===== src/rtl/rr_decoder_arbiter.sv =====
// Round-robin arbiter for 8 requesters sharing one 3x8-decoded resource.
// It grants one owner until release, request drop or MAX_HOLD timeout, then leaves one idle gap cycle.
module rr_decoder_arbiter #(
  parameter int MAX_HOLD = 16
) (
  input  logic       clk,
  input  logic       rst_n,
  input  logic [7:0] req_i,
  input  logic       release_i,
  output logic [2:0] grant_addr_o,
  output logic [7:0] grant_onehot_o,
  output logic       busy_o,
  output logic       timeout_o,
  output logic [1:0] state_o
);

  localparam int CW = $clog2(MAX_HOLD + 1);

  typedef enum logic [1:0] {
    S_IDLE  = 2'd0,
    S_GRANT = 2'd1,
    S_GAP   = 2'd2
  } state_t;

  state_t        state_q, state_d;
  logic [2:0]    ptr_q, ptr_d;
  logic [CW-1:0] hold_cnt_q, hold_cnt_d;
  logic [2:0]    addr_q, addr_d;
  logic [7:0]    onehot_q, onehot_d;
  logic          busy_q, busy_d;
  logic          timeout_q, timeout_d;

  logic [2:0]    win;
  logic          found;
  logic [2:0]    idx;

  // Rotating scan: the first set request at or after ptr_q wins.
  always_comb begin
    win   = 3'd0;
    found = 1'b0;
    idx   = 3'd0;
    for (int i = 0; i < 8; i++) begin
      idx = ptr_q + 3'(i);
      if (!found && req_i[idx]) begin
        win   = idx;
        found = 1'b1;
      end
    end
  end

  always_comb begin
    state_d    = state_q;
    ptr_d      = ptr_q;
    hold_cnt_d = hold_cnt_q;
    addr_d     = addr_q;
    onehot_d   = onehot_q;
    busy_d     = busy_q;
    timeout_d  = 1'b0;
    case (state_q)
      S_IDLE: begin
        if (found) begin
          state_d    = S_GRANT;
          addr_d     = win;
          onehot_d   = 8'b1 << win;
          busy_d     = 1'b1;
          hold_cnt_d = CW'(1);
        end
      end
      S_GRANT: begin
        // Release or request drop outranks the hold limit, so no pulse then.
        if (release_i || !req_i[addr_q] || (hold_cnt_q == CW'(MAX_HOLD))) begin
          state_d    = S_GAP;
          ptr_d      = addr_q + 3'd1;
          onehot_d   = 8'h00;
          busy_d     = 1'b0;
          hold_cnt_d = '0;
          timeout_d  = !(release_i || !req_i[addr_q]);
        end else begin
          hold_cnt_d = hold_cnt_q + CW'(1);
        end
      end
      S_GAP: begin
        state_d = S_IDLE;
      end
      default: begin
        state_d  = S_IDLE;
        onehot_d = 8'h00;
        busy_d   = 1'b0;
      end
    endcase
  end

  always_ff @(posedge clk or negedge rst_n) begin
    if (!rst_n) begin
      state_q    <= S_IDLE;
      ptr_q      <= 3'd0;
      hold_cnt_q <= '0;
      addr_q     <= 3'd0;
      onehot_q   <= 8'h00;
      busy_q     <= 1'b0;
      timeout_q  <= 1'b0;
    end else begin
      state_q    <= state_d;
      ptr_q      <= ptr_d;
      hold_cnt_q <= hold_cnt_d;
      addr_q     <= addr_d;
      onehot_q   <= onehot_d;
      busy_q     <= busy_d;
      timeout_q  <= timeout_d;
    end
  end

  assign grant_addr_o   = addr_q;
  assign grant_onehot_o = onehot_q;
  assign busy_o         = busy_q;
  assign timeout_o      = timeout_q;
  assign state_o        = state_q;

endmodule

===== config.mk =====
export PLATFORM = sky130hd
export DESIGN_NAME = rr_decoder_arbiter
export DESIGN_NICKNAME = d
export VERILOG_FILES = /design/src/rtl/rr_decoder_arbiter.sv
export SDC_FILE = /design/constraint.sdc
export NUM_CORES = 1
export LEC_CHECK = 0
export CELL_PAD_IN_SITES_DETAIL_PLACEMENT = 1
export CELL_PAD_IN_SITES_GLOBAL_PLACEMENT = 1
export CORE_UTILIZATION = 27
export DETAILED_ROUTE_END_ITERATION = 10
export PLACE_DENSITY_LB_ADDON = 0.1
export SETUP_SLACK_MARGIN = 0.5
export SLEW_MARGIN = 10
export SYNTH_ARGS = -nofsm -noshare
export SYNTH_HDL_FRONTEND = slang
export SYNTH_SLANG_ARGS = --single-unit
export TNS_END_PERCENT = 30

===== constraint.sdc =====
create_clock -name clk -period 3.9 [get_ports clk]
set_input_delay 1.17 -clock clk [delete_from_list [all_inputs] [get_ports clk]]
set_output_delay 1.17 -clock clk [all_outputs]
set_load 0.1 [all_outputs]

==> flow_metrics.env, run 1 <==
export IMPL_outcome="finished, final reports clean"
export IMPL_hp_start="busy_o"
export IMPL_clock_fmax_mhz=300
export IMPL_fp_row_count=32
export IMPL_ant_nets=0
export IMPL_ys_warn_count=0
export IMPL_hold_slack_ps=486
export IMPL_fp_dieH_um=91.2
export IMPL_place_gp_congestion=0.785
export IMPL_rsz0062_at_grt="true"
export IMPL_cts_root_buf="clkbuf_8"
export IMPL_synthToLayoutAreaGrowth_pct=31.9
export IMPL_grt_pass1_vias=1985
export IMPL_grt_pass1_wl_um=10500
export IMPL_cts_tree="yes"
export IMPL_layout_commonest_cell="buf_4"
export IMPL_drt_pre_antenna_iters=4
export IMPL_grt_usage_pct=16.0
export IMPL_synth_avg_cell_area_um2=10.4
export IMPL_critPathMaxFanout=7
export IMPL_crit_path_start_kind="input port"
export IMPL_maxCapViolations=0
export IMPL_finalHoldViolCount=0
export IMPL_synth_area_leaders="dfrtp_1 (27%), mux4_2 (17%), mux2_2 (5.2%)"
export IMPL_hp_class="flip-flop to flip-flop"
export IMPL_vias_per_cell=5.23
export IMPL_path_cells="dlygate4sd2_1, buf_4, mux2_1, mux4_2, nor3_4, buf_6, nand2_2, o22ai_4, and4bb_1, a22o_1"
export IMPL_vias=1898
export IMPL_required_ps=4060
export IMPL_period_minus_slack_ps=3340
export IMPL_synth_edff_count=0
export IMPL_crit_arrival_ps=3500
export IMPL_netlist_area_um2=2150
export IMPL_ctsHoldBuffers=0
export IMPL_avgRoutedWirePerCell_um=17.3
export IMPL_io_pins=26
export IMPL_die_width_um=91.2
export IMPL_synth_top_area_share_pct=26.8
export IMPL_clk_pin_slew_ps=90
export IMPL_synth_seq_cells=23
export IMPL_synth_area_leader_cell="dfrtp_1"
export IMPL_hold_path_depth=1
export IMPL_final_cell_mix="buf_4 (36), dfrtp_1 (23), mux4_2 (16), nand2_1 (16), nor2_1 (15)"
export IMPL_syn_nets=222
export IMPL_synthFlopType="dfrtp_1"
export IMPL_synth_distinct_cells=50
export IMPL_post_route_util_pct=36.7
export IMPL_drv_slew=0
export IMPL_syn_inst=206
export IMPL_setup_viol=0
export IMPL_final_area_um2=2830
export IMPL_nFillCells=874
export IMPL_gr_total_overflow=0
export IMPL_path_buf_inv=3
export IMPL_ff_latch_area_um2=576
export IMPL_finalWorstSetupSlack_ps=564
export IMPL_dp_final_hpwl_um=4780
export IMPL_cts_sinks=23
export IMPL_relSlewSlack_pct=35.3
export IMPL_drt_iter0_drc=68
export IMPL_tightest_slew_ps=968
export IMPL_synthArstFlopShare_pct=100
export IMPL_period_share_pct=85.5
export IMPL_routed_wirelength_um=6270
export IMPL_multi_input_area_um2=1540
export IMPL_drc=0
export IMPL_reg2reg_from="ptr_q[0]"
export IMPL_r2r_slack_ps=810
export IMPL_slowest_delay_ps=520
export IMPL_insertion_delay_ps=270
export IMPL_crit_family="multiplexers"
export IMPL_drive_above_1_share_pct=33.3
export IMPL_grt_max_degree=29
export IMPL_cts_buffers=3
export IMPL_cts_max_level=1
export IMPL_place_area_um2=2640
export IMPL_critPathSlowestCell="mux4_2"
export IMPL_critPathCaptureType="flip-flop"
export IMPL_ys_seq_area_share_pct=26.8
export IMPL_diodes=0
export IMPL_cts_buffer_depth=2
export IMPL_path_class="input port to flip-flop"
export IMPL_initial_core_util_pct=27.8
export IMPL_skew_ps=5.50
export IMPL_dieArea_um2=8320
export IMPL_nNetsFinal=278
export IMPL_place_ws_ps=-40.0
export IMPL_r2r_end="grant_onehot_o[1]"
export IMPL_core_area_um2=7730
export IMPL_antenna_found_initial=0
export IMPL_min_to="busy_o"
export IMPL_reg2reg_depth=10
export IMPL_port_buffers=25
## cell type report
cell class                 count  share of cell area [%]
clock inverter                 1                   0.177
multi-input combinational    165                    54.2
inverter                       8                    1.06
timing repair buffer          61                    18.2
clock buffer                   3                    1.46
tap                          102                    4.51
sequential                    23                    20.3
## worst register-to-register path, delay by kind of cell (launching register included)
family                   cells  cell delay [ps]
buffers and inverters        2              500
adder cells (fa/ha/maj)      1              410
AO/OA/AOI/OAI                3              510
AND/OR/NAND/NOR              2              370
flip-flops                   1              350
multiplexers                 1              410
XOR/XNOR                     1              470
## state kept, by name, summed over array words and instances, names as in the netlist
signal	flops
grant_onehot_o	8
hold_cnt_q	5
grant_addr_o	3
busy_o	1
state_o	2
timeout_o	1
ptr_q	3
## logic make-up after synthesis
family / share of synthesized area, %
AND/OR/NAND/NOR: 12.8
XOR/XNOR: 2.04
AO/OA/AOI/OAI: 20.6
flip-flops: 26.8
buffers and inverters: 4.54
adder cells (fa/ha/maj): 2.91
multiplexers: 30.3
## worst max path at each step
stage,from,to,cells after the start
after floorplan,ptr_q[0],grant_onehot_o[0],14
after global placement,req_i[1],grant_addr_o[1],8
after detailed placement,req_i[1],grant_addr_o[1],8
after CTS,req_i[1],grant_onehot_o[1],10
after global routing,req_i[2],grant_addr_o[1],11
final,req_i[2],grant_onehot_o[1],10
## what timing repair did
action                                  CTS  global route
pin swaps                                 6             4
cloned                                    0             0
buffers inserted                          9             1
endpoints found under the hold margin     0             0
endpoints found under the setup margin   17            12
gates resized for setup                  20             5
## metrics by stage
stage	std cells	setup TNS, ps
global placement	349	-78.0
finish	363	0
global route	363	0
detailed placement	349	-55.5
floorplan	206	0
CTS	362	0
## synth_stat cells, drive strengths merged, types with 2 or more instances
cell type / count
o21ai: 18
buf: 9
a21oi: 3
nor3: 3
nor2b: 6
mux4: 16
nor3b: 2
xor2: 3
nor2: 15
a22o: 7
inv: 8
a31oi: 3
o22ai: 3
o211ai: 6
a21o: 2
ha: 5
o2111ai: 2
dfrtp: 23
nand2: 17
mux2i: 11
mux2: 16
and2: 2
nand3: 5
xnor2: 2
nand2b: 2
## metal layers
metal  share of wire [%]  GRT usage, %  routed length [um]
met5                   0             0                   0
met4                0.21          1.32                  13
met3                 1.3          2.01                  82
met2                  49          27.4                3080
met1                  49          22.3                3100
Power of run 1 is left out: the tool's default activity adds up to more than one toggle a clock period on the data nets, which glitch-free logic cannot reach.
==> inputs of run 2 (changes only) <==
- SKIP_LAST_GASP: unset -> 1
- SLEW_MARGIN: 10 -> 20
==> results of run 2 <==
The final DEF is identical to that of run 1; final timing and power are the same.
Power of run 2 is left out for the same reason.
==> inputs of run 3 (changes only) <==
- ABC_AREA: unset -> 1
==> flow_metrics.env, run 3 <==
export IMPL_cts_buffers=3
export IMPL_insertion_delay_ps=270
export IMPL_grt_pass1_wl_um=9130
export IMPL_nNetsFinal=305
export IMPL_finalHoldViolCount=0
export IMPL_setup_viol=0
export IMPL_avgRoutedWirePerCell_um=13.7
export IMPL_synthToLayoutAreaGrowth_pct=19.9
export IMPL_dp_final_hpwl_um=4280
export IMPL_maxCapViolations=0
export IMPL_critPathMaxFanout=10
export IMPL_drv_slew=0
export IMPL_drive_above_1_share_pct=19.1
export IMPL_synth_top_area_share_pct=30.4
export IMPL_syn_nets=277
export IMPL_ant_nets=0
export IMPL_initial_core_util_pct=27.8
export IMPL_antenna_found_initial=0
export IMPL_hp_class="flip-flop to flip-flop"
export IMPL_place_gp_congestion=0.796
export IMPL_synthFlopType="dfrtp_1"
export IMPL_ctsHoldBuffers=0
export IMPL_reg2reg_from="ptr_q[1]"
export IMPL_critPathCaptureType="flip-flop"
export IMPL_clock_fmax_mhz=327
export IMPL_drt_iter0_drc=57
export IMPL_largest_register_ffs=8
export IMPL_grt_max_degree=24
export IMPL_gr_total_overflow=0
export IMPL_netlist_area_um2=1890
export IMPL_io_pins=26
export IMPL_relSlewSlack_pct=34.6
export IMPL_synth_most_common_cell="nand2_1"
export IMPL_routed_wirelength_um=5260
export IMPL_synth_edff_count=0
export IMPL_layout_commonest_cell="nand2_1"
export IMPL_synth_commonest_cells="nand2_1 (70), nand3_1 (30), inv_1 (25)"
export IMPL_cts_root_buf="clkbuf_8"
export IMPL_cts_buffer_depth=2
export IMPL_crit_arrival_ps=3220
export IMPL_tightest_slew_ps=978
export IMPL_startpoint="ptr_q[1]"
export IMPL_path_class="flip-flop to flip-flop"
export IMPL_ys_seq_area_share_pct=30.4
export IMPL_cts_tree="yes"
export IMPL_drc=0
export IMPL_core_area_um2=6790
export IMPL_hp_start="grant_onehot_o[5]"
export IMPL_synthArstFlopShare_pct=100
export IMPL_diodes=0
export IMPL_period_share_pct=78.5
export IMPL_dieArea_um2=7340
export IMPL_grt_pass1_vias=1879
export IMPL_required_ps=4060
export IMPL_vias_per_cell=4.60
export IMPL_cts_resized=0
export IMPL_nFillCells=865
export IMPL_cts_sinks=23
export IMPL_synth_avg_cell_area_um2=7.24
export IMPL_fp_row_count=30
export IMPL_final_cell_mix="nand2_1 (70), nand3_1 (30), inv_1 (25)"
export IMPL_fp_dieH_um=85.7
export IMPL_rsz0062_at_grt="false"
export IMPL_ys_warn_count=0
export IMPL_fin_tns_setup_ps=0
export IMPL_synth_area_leaders="dfrtp_1 (30%), nand2_1 (14%), nand3_1 (7.9%)"
export IMPL_cts_setup_buffers=0
export IMPL_period_minus_slack_ps=3060
export IMPL_syn_inst=261
export IMPL_grt_usage_pct=15.7
export IMPL_synth_area_leader_cell="dfrtp_1"
export IMPL_clk_pin_slew_ps=90
export IMPL_synth_seq_cells=23
export IMPL_synth_distinct_cells=34
export IMPL_port_buffers=25
export IMPL_crit_path_start_kind="flip-flop"
export IMPL_drt_pre_antenna_iters=4
export IMPL_cts_max_level=1
export IMPL_die_width_um=85.7
export IMPL_outcome="finished, final reports clean"
export IMPL_skew_ps=5.99
export IMPL_vias=1768
[run 3: changes by cell type after synthesis, moves of 11 or more]
cell / previous run / this run
mux2i_1: 11 / 0
nand3_1: 5 / 30
inv_1: 7 / 25
nand3_2: 0 / 12
nand2_1: 17 / 70
mux4_2: 16 / 0
[run 3: cell families (layout without fill, tap and decap cells)]
kind of cell,after synthesis,in the layout,synth area share [%]
xor gates and xnor gates,8,8,4.10
buffers and inverters,36,63,8.47
adders and majority gates,5,5,3.31
and+or+nand+nor,157,157,42.8
DFF,23,23,30.4
AOI/OAI and AO/OA,32,32,10.9
[run 3: metrics by stage]
stage | instances | hold slack [ps] | util [%] | cell area (um2) | worst slack [ps]
global route | 384 | 508 | 33.4 | 2270 | 508
finish | 384 | 496 | 33.4 | 2270 | 839
detailed placement | 380 | 468 | 32.7 | 2220 | 565
global placement | 380 | 470 | 32.7 | 2220 | 549
floorplan | 261 | 520 | - | 1890 | 1380
CTS | 384 | 501 | 33.4 | 2270 | 787
[run 3: path summary, 6_finish.rpt]
kind                                      to  slack (ps)  depth (start not counted)
max                        grant_onehot_o[5]         840                         16
min                        grant_onehot_o[5]         500                          2
max in group asynchronous  grant_onehot_o[4]        2400                          2
min reg2reg                grant_onehot_o[5]         500                          2
max reg2reg                grant_onehot_o[5]         840                         16
min in group asynchronous  grant_onehot_o[0]        1260                          2
[run 3: area by class of cell]
type / count / area, um2 / area share, %
tap: 96 / 120 / 5.30
clock buffer: 3 / 41.3 / 1.82
inverter: 32 / 123 / 5.41
clock inverter: 1 / 7.51 / 0.331
multi-input combinational: 202 / 1150 / 50.9
sequential: 23 / 576 / 25.4
timing repair buffer: 27 / 245 / 10.8
[run 3: layer usage]
metal  vias up  part of all wire (%)  GRT usage [%]
met4         0                  0.67           2.73
met2        26                    48           27.6
met3         4                   2.1           1.64
li1        906                     -              -
met5         -                     0              0
met1       832                    49           21.0
[run 3: critical path: stages (launching register included)]
cell and delay [ps]:
dfrtp_1 640, inv_2 190, ha_1 440, inv_1 320, nand3_2 150, nand3_2 130, nand2_2 80, nor2_4 150
nand4_4 130, nor2_4 130, nand3_1 90, nand2_2 130, inv_2 90, nand2_2 130, inv_2 50, nand2_1 50
nand2_1 50
Power of run 3 is left out for the same reason.
